[config.mk]
export PLATFORM = sky130hd
export DESIGN_NAME = aes_round_sequencer_flat
export DESIGN_NICKNAME = d
export VERILOG_FILES = /design/src/rtl/aes_round_sequencer_if.sv /design/src/rtl/aes_round_sequencer.sv /design/src/flat_wrapper.sv
export SDC_FILE = /design/constraint.sdc
export NUM_CORES = 1
export LEC_CHECK = 0
export CAP_MARGIN = 20
export CORE_UTILIZATION = 44
export DETAILED_ROUTE_END_ITERATION = 6
export PLACE_DENSITY_LB_ADDON = 0.3
export SLEW_MARGIN = 40
export SYNTH_ARGS = -nofsm -noshare
export SYNTH_HDL_FRONTEND = slang
export SYNTH_SLANG_ARGS = --single-unit
[constraint.sdc]
create_clock -name CLOCK -period 3.85 [get_ports CLOCK]
set_clock_uncertainty 0.2 [all_clocks]
set_input_delay 0.5775 -clock CLOCK [delete_from_list [all_inputs] [get_ports CLOCK]]
set_output_delay 0.5775 -clock CLOCK [all_outputs]
set_load 0.1 [all_outputs]
[src/rtl/aes_round_sequencer_if.sv]
// Control/handshake bundle between the AES round sequencer (master) and the
// datapath plus block source/sink that surround it (slave).
interface aes_round_sequencer_if;
  logic        in_valid;
  logic        in_ready;
  logic        load_state;
  logic        rnd_req;
  logic        rnd_ack;
  logic [3:0]  round_idx;
  logic [7:0]  rcon;
  logic        skip_sub_shift;
  logic        skip_mix;
  logic        out_valid;
  logic        out_ready;
  logic        abort;
  logic        err;
  logic        clr_err;
  logic [15:0] blocks_done;

  modport master (
    input  in_valid, rnd_ack, out_ready, abort, clr_err,
    output in_ready, load_state, rnd_req, round_idx, rcon,
           skip_sub_shift, skip_mix, out_valid, err, blocks_done
  );

  modport slave (
    output in_valid, rnd_ack, out_ready, abort, clr_err,
    input  in_ready, load_state, rnd_req, round_idx, rcon,
           skip_sub_shift, skip_mix, out_valid, err, blocks_done
  );
endinterface

[src/rtl/aes_round_sequencer.sv]
// AES-128 round control FSM: accepts a block, steps the datapath through rounds
// 0..NR with Rcon generation, presents completion and flags a stalled datapath.
module aes_round_sequencer #(
  parameter int NR      = 10,
  parameter int TIMEOUT = 15
) (
  input logic                   CLOCK,
  input logic                   RESET,
  aes_round_sequencer_if.master bus
);
  localparam int            CW         = $clog2(TIMEOUT + 1);
  localparam logic [3:0]    LAST_ROUND = 4'(NR);
  localparam logic [CW-1:0] TMO_LAST   = CW'(TIMEOUT - 1);
  localparam logic [CW-1:0] TMO_ONE    = CW'(1);

  typedef enum logic [2:0] {
    IDLE  = 3'd0,
    LOAD  = 3'd1,
    ROUND = 3'd2,
    DONE  = 3'd3,
    ERR   = 3'd4
  } state_t;

  state_t        state_r;
  logic [CW-1:0] tmo_cnt_r;
  logic          in_ready_r;
  logic          load_state_r;
  logic          rnd_req_r;
  logic          out_valid_r;
  logic          err_r;
  logic          skip_sub_shift_r;
  logic          skip_mix_r;
  logic [3:0]    round_idx_r;
  logic [7:0]    rcon_r;
  logic [15:0]   blocks_done_r;
  logic          abortable_s;

  // GF(2^8) multiply-by-x used to step the round constant
  function automatic logic [7:0] xtime(input logic [7:0] b);
    return {b[6:0], 1'b0} ^ (b[7] ? 8'h1B : 8'h00);
  endfunction

  assign abortable_s = (state_r == LOAD) || (state_r == ROUND) || (state_r == DONE);

  // Sequencer state, timeout counter and every registered control output
  always_ff @(posedge CLOCK or posedge RESET) begin
    if (RESET) begin
      state_r          <= IDLE;
      tmo_cnt_r        <= '0;
      in_ready_r       <= 1'b1;
      load_state_r     <= 1'b0;
      rnd_req_r        <= 1'b0;
      out_valid_r      <= 1'b0;
      err_r            <= 1'b0;
      skip_sub_shift_r <= 1'b0;
      skip_mix_r       <= 1'b0;
      round_idx_r      <= 4'd0;
      rcon_r           <= 8'h00;
      blocks_done_r    <= 16'h0000;
    end else begin
      load_state_r <= 1'b0;
      if (bus.abort && abortable_s) begin
        // abort beats a same-cycle output handshake, so blocks_done is untouched
        state_r          <= IDLE;
        tmo_cnt_r        <= '0;
        in_ready_r       <= 1'b1;
        rnd_req_r        <= 1'b0;
        out_valid_r      <= 1'b0;
        skip_sub_shift_r <= 1'b0;
        skip_mix_r       <= 1'b0;
        round_idx_r      <= 4'd0;
        rcon_r           <= 8'h00;
      end else begin
        case (state_r)
          IDLE: begin
            if (bus.in_valid && in_ready_r) begin
              state_r      <= LOAD;
              in_ready_r   <= 1'b0;
              load_state_r <= 1'b1;
            end
          end
          LOAD: begin
            state_r          <= ROUND;
            tmo_cnt_r        <= '0;
            rnd_req_r        <= 1'b1;
            round_idx_r      <= 4'd0;
            skip_sub_shift_r <= 1'b1;
            skip_mix_r       <= 1'b1;
            rcon_r           <= 8'h00;
          end
          ROUND: begin
            if (bus.rnd_ack) begin
              tmo_cnt_r <= '0;
              if (round_idx_r == LAST_ROUND) begin
                state_r     <= DONE;
                rnd_req_r   <= 1'b0;
                out_valid_r <= 1'b1;
              end else begin
                round_idx_r      <= round_idx_r + 4'd1;
                skip_sub_shift_r <= 1'b0;
                skip_mix_r       <= ((round_idx_r + 4'd1) == LAST_ROUND);
                rcon_r           <= (round_idx_r == 4'd0) ? 8'h01 : xtime(rcon_r);
              end
            end else if (tmo_cnt_r == TMO_LAST) begin
              // this edge is the TIMEOUT-th without an ack
              state_r          <= ERR;
              tmo_cnt_r        <= '0;
              err_r            <= 1'b1;
              rnd_req_r        <= 1'b0;
              skip_sub_shift_r <= 1'b0;
              skip_mix_r       <= 1'b0;
              round_idx_r      <= 4'd0;
              rcon_r           <= 8'h00;
            end else begin
              tmo_cnt_r <= tmo_cnt_r + TMO_ONE;
            end
          end
          DONE: begin
            if (bus.out_ready) begin
              state_r          <= IDLE;
              out_valid_r      <= 1'b0;
              in_ready_r       <= 1'b1;
              blocks_done_r    <= blocks_done_r + 16'h0001;
              skip_sub_shift_r <= 1'b0;
              skip_mix_r       <= 1'b0;
              round_idx_r      <= 4'd0;
              rcon_r           <= 8'h00;
            end
          end
          ERR: begin
            if (bus.clr_err) begin
              state_r    <= IDLE;
              err_r      <= 1'b0;
              in_ready_r <= 1'b1;
            end
          end
          default: begin
            state_r     <= IDLE;
            tmo_cnt_r   <= '0;
            in_ready_r  <= 1'b1;
            rnd_req_r   <= 1'b0;
            out_valid_r <= 1'b0;
            err_r       <= 1'b0;
          end
        endcase
      end
    end
  end

  assign bus.in_ready       = in_ready_r;
  assign bus.load_state     = load_state_r;
  assign bus.rnd_req        = rnd_req_r;
  assign bus.out_valid      = out_valid_r;
  assign bus.err            = err_r;
  assign bus.skip_sub_shift = skip_sub_shift_r;
  assign bus.skip_mix       = skip_mix_r;
  assign bus.round_idx      = round_idx_r;
  assign bus.rcon           = rcon_r;
  assign bus.blocks_done    = blocks_done_r;
endmodule

[src/flat_wrapper.sv]
// flat-port wrapper written by rule: the top's interface ports become plain ports
module aes_round_sequencer_flat 
#(
  parameter int NR      = 10,
  parameter int TIMEOUT = 15
)
  (CLOCK, RESET, bus_in_valid, bus_rnd_ack, bus_out_ready, bus_abort, bus_clr_err, bus_in_ready, bus_load_state, bus_rnd_req, bus_round_idx, bus_rcon, bus_skip_sub_shift, bus_skip_mix, bus_out_valid, bus_err, bus_blocks_done);
  aes_round_sequencer_if bus_i ();
  input logic CLOCK;
  input logic RESET;
  input wire logic [$bits(bus_i.in_valid)-1:0] bus_in_valid;
  input wire logic [$bits(bus_i.rnd_ack)-1:0] bus_rnd_ack;
  input wire logic [$bits(bus_i.out_ready)-1:0] bus_out_ready;
  input wire logic [$bits(bus_i.abort)-1:0] bus_abort;
  input wire logic [$bits(bus_i.clr_err)-1:0] bus_clr_err;
  output wire logic [$bits(bus_i.in_ready)-1:0] bus_in_ready;
  output wire logic [$bits(bus_i.load_state)-1:0] bus_load_state;
  output wire logic [$bits(bus_i.rnd_req)-1:0] bus_rnd_req;
  output wire logic [$bits(bus_i.round_idx)-1:0] bus_round_idx;
  output wire logic [$bits(bus_i.rcon)-1:0] bus_rcon;
  output wire logic [$bits(bus_i.skip_sub_shift)-1:0] bus_skip_sub_shift;
  output wire logic [$bits(bus_i.skip_mix)-1:0] bus_skip_mix;
  output wire logic [$bits(bus_i.out_valid)-1:0] bus_out_valid;
  output wire logic [$bits(bus_i.err)-1:0] bus_err;
  output wire logic [$bits(bus_i.blocks_done)-1:0] bus_blocks_done;
  assign bus_i.in_valid = bus_in_valid;
  assign bus_i.rnd_ack = bus_rnd_ack;
  assign bus_i.out_ready = bus_out_ready;
  assign bus_i.abort = bus_abort;
  assign bus_i.clr_err = bus_clr_err;
  assign bus_in_ready = bus_i.in_ready;
  assign bus_load_state = bus_i.load_state;
  assign bus_rnd_req = bus_i.rnd_req;
  assign bus_round_idx = bus_i.round_idx;
  assign bus_rcon = bus_i.rcon;
  assign bus_skip_sub_shift = bus_i.skip_sub_shift;
  assign bus_skip_mix = bus_i.skip_mix;
  assign bus_out_valid = bus_i.out_valid;
  assign bus_err = bus_i.err;
  assign bus_blocks_done = bus_i.blocks_done;
  aes_round_sequencer #(.NR(NR), .TIMEOUT(TIMEOUT)) u_core (.CLOCK(CLOCK), .RESET(RESET), .bus(bus_i));
endmodule
==> summary.md <==
| Metric | Value |
|---|---|
| Status | `completed` |
| Lkg Pwr | `1.27 nW` |
| Vias in the first global route | `1,496` |
| Area of placed instances | `2460 sq um` |
| Final nets | `263` |
| Die area | `5250 sq um` |
| Synth warn | `0` |
| Total power | `0.000812 W` |
| Worst R2R Start | `u_core.state_r[1]$_DFFE_PP0P_` |
| Antenna viol nets, final | `0` |
| Commonest non-fill, non-tap cell in the layout | `dfrtp_1` |
| Die extent in y | `72.5 microns` |
| Cts repair resizes | `0` |
| H-tree depth | `2` |
| # diodes | `0` |
| Max Root-Sink Buffers | `2` |
| Cells after Synth | `209` |
| Die X-Extent | `72.5 microns` |
| Commonest non-fill, non-tap cells in the layout | `dfrtp_1 (41), buf_2 (35), nand2_1 (19)` |
| Avg Inst Size Synth | `10.5 sq um` |
| R2R depth | `3` |
| Register area share after synthesis | `48.2%` |
| Total congestion overflow | `0` |
| Setup violators final | `0` |
| Initial drt markers | `66` |
| Number of buffers created by CTS | `5` |
| R2R setup slack | `1.35 ns` |
| Crit Path Class | `input port to register` |
| Met2 Routed Length | `1840 microns` |
| Share of cells above drive strength 1 | `22.8%` |
| Slew margin rel. | `52.8%` |
| Clock Sinks | `42` |
| Hold path start | `u_core.bus.blocks_done[15]$_DFFE_PP0P_` |
| Crit Path Max Fanout | `11` |
| First-pass GRT wire length | `7000 microns` |
| Gpl congestion | `0.807` |
| Post-route setup slack | `1.03 ns` |
| Hold Path Class | `register to register` |
| Via Count | `1,636` |
| Io pins | `42` |
| Power Density | `317 nW/um^2` |
| WL/cell | `12.9 microns` |
| Asr flop ratio synth | `100%` |
| Top layer in use | `met4` |
| DR pass1 iterations | `6` |
| Fin. max-slew vios | `0` |
| # fillers | `448` |
| HPWL after DPL | `2870 microns` |
| Startpoint Class | `input port` |
| Design area | `2570 sq um` |
| Hold Violations, Final | `0` |
| Worst hold margin | `0.271 ns` |
| Max Cap Viol | `0` |
| Syn_nets | `223` |
| RSZ-0062 raised after global routing | `false` |
| Wl on met1 | `2050 microns` |
| Largest net degree at the start of global routing | `43` |
| Footprint of the multi-input gates | `1030 sq um` |
| CTS tree | `done` |
| Sequential Area | `1050 sq um` |
| Antenna violations before repair | `0` |
| Mean number of vias per cell | `5.16` |
| Drt drc | `0` |
| Peak supply drop | `0.139 mV` |
| WHS Path Cells | `1` |
| Post-CTS Hold Buffers | `0` |
| Postcts setup bufs | `0` |
| EDFF count, synth | `0` |
| Fmax | `355 MHz` |
| Port Buf Inserts | `41` |
| Final WL | `4100 microns` |
| Clk root buf | `clkbuf_8` |
| Num rows | `25` |
| Netlist area before placement | `2180 sq um` |
| Worst-margin pin slew | `0.702 ns` |
| Core area | `4750 sq um` |
| WL met3 | `148 microns` |
| Clk Latency, worst-skew pair | `0.29 ns` |
| Tmin final | `2.82 ns` |
| Top FF cell, synth | `dfrtp_1` |
| Total Routing Usage GR | `17.3%` |
| CP Capture Type | `register` |
| Cell variety after synth | `49` |
| Worst EP arrival | `2.80 ns` |
| Final critical-path share of the clock period | `73.1%` |
| Setup TNS | `0 ns` |
| Hold endpoint | `u_core.bus.blocks_done[15]$_DFFE_PP0P_` |
| Synth-to-Final Area Change | `17.5%` |
| Synthesized flop and latch total | `42` |
| Initial core utilization | `45.9%` |
| R2r endpoint | `u_core.bus.skip_mix$_DFFE_PP0P_` |
| Setup Slack @ Placement | `0.729 ns` |
| Req. time, crit path | `3.83 ns` |
| Clk slew on worst S/H paths | `0.08 ns` |
## cell families after synthesis
kind of cell / share of synthesized area, %
buffers and inverters: 4.70
adder cells (fa/ha/maj): 4.01
AO/OA/AOI/OAI: 9.85
AND/OR/NAND/NOR: 19.2
flip-flops: 48.2
XOR/XNOR: 8.02
multiplexers: 6.01
## cell type report
type / count / share of cell area, %
clock inverters: 3 / 1.56
clock buffers: 5 / 2.68
well taps: 67 / 3.27
multi-input cells: 146 / 40.1
inverters: 11 / 1.61
flip-flops and latches: 42 / 41.0
repair buffers: 43 / 9.75
## synthesized netlist by cell type (all sizes together) (2+ instances only)
master   count  area [sq um]
dfrtp       41          1030
nand2       19          71.3
xnor2       14           123
nor2        13          48.8
nand3       12          60.1
inv         11          41.3
o21ai       10          50.1
ha           7          87.6
a21oi        6          30.0
buf          6          46.3
mux2         6          71.3
mux2i        6          60.1
xor2         6          52.6
a31oi        5          31.3
nor3b        5          37.5
clkbuf       4          15.0
and2         3          18.8
nand4        3          18.8
nor3         3          15.0
nand3b       2          15.0
nor4         2          18.8
nor4b        2          23.8
o2bb2ai      2          17.5
or2          2          12.5
## routing by layer
metal	track usage, %	vias to the layer above
met1	24.7	787
met5	0	-
met3	4.31	7
met2	25.5	31
li1	-	811
met4	5.88	0
## how the worst max path moves through the flow
stage	start	end	slack, ns	cells past startpoint
final	bus_abort	u_core.bus.skip_mix$_DFFE_PP0P_	1.03	4
after global routing	bus_abort	u_core.bus.blocks_done[10]$_DFFE_PP0P_	0.90	5
after CTS	bus_abort	u_core.bus.skip_mix$_DFFE_PP0P_	1.04	4
after detailed placement	bus_abort	u_core.bus.skip_mix$_DFFE_PP0P_	0.73	4
after global placement	bus_abort	u_core.bus.rcon[3]$_DFFE_PP0P_	0.72	4
after floorplan	u_core.bus.round_idx[1]$_DFFE_PP0P_	u_core.bus.rcon[0]$_DFFE_PP0P_	1.13	6
## power by group
part	total (W)	internal (W)	switching, W	leakage (nW)
Clock	0.000341	0.000191	0.000150	0.0579
Combinational	0.0000302	0.00000902	0.0000212	0.633
Sequential	0.000441	0.000441	0.000000195	0.581
Total	0.000812	0.000641	0.000171	1.27
## flip-flops by register name, summed over array words and instances, names as in the netlist
| signal | flops |
|---|---|
| u_core.bus.err | 1 |
| u_core.bus.skip_mix | 1 |
| u_core.bus.round_idx | 4 |
| u_core.bus.rcon | 8 |
| u_core.bus.skip_sub_shift | 1 |
| u_core.bus.load_state | 1 |
| u_core.tmo_cnt_r | 4 |
| u_core.bus.out_valid | 1 |
| u_core.bus.blocks_done | 16 |
| u_core.state_r | 3 |
| u_core.bus.rnd_req | 1 |
| u_core.bus.in_ready | 1 |
## metrics by stage
stage,util [%],cells
2_1_floorplan,-,209
3_3_place_gp,55.4,309
3_5_place_dp,51.7,309
4_1_cts,54.0,317
5_1_grt,54.0,317
6_report,54.0,317
## worst max-delay path, stage by stage
cell             delay (ns)
clkdlybuf4s50_1        0.60
or4b_4                 0.62
o31ai_4                0.59
mux2_2                 0.40
(Power assumes the default switching activity.)
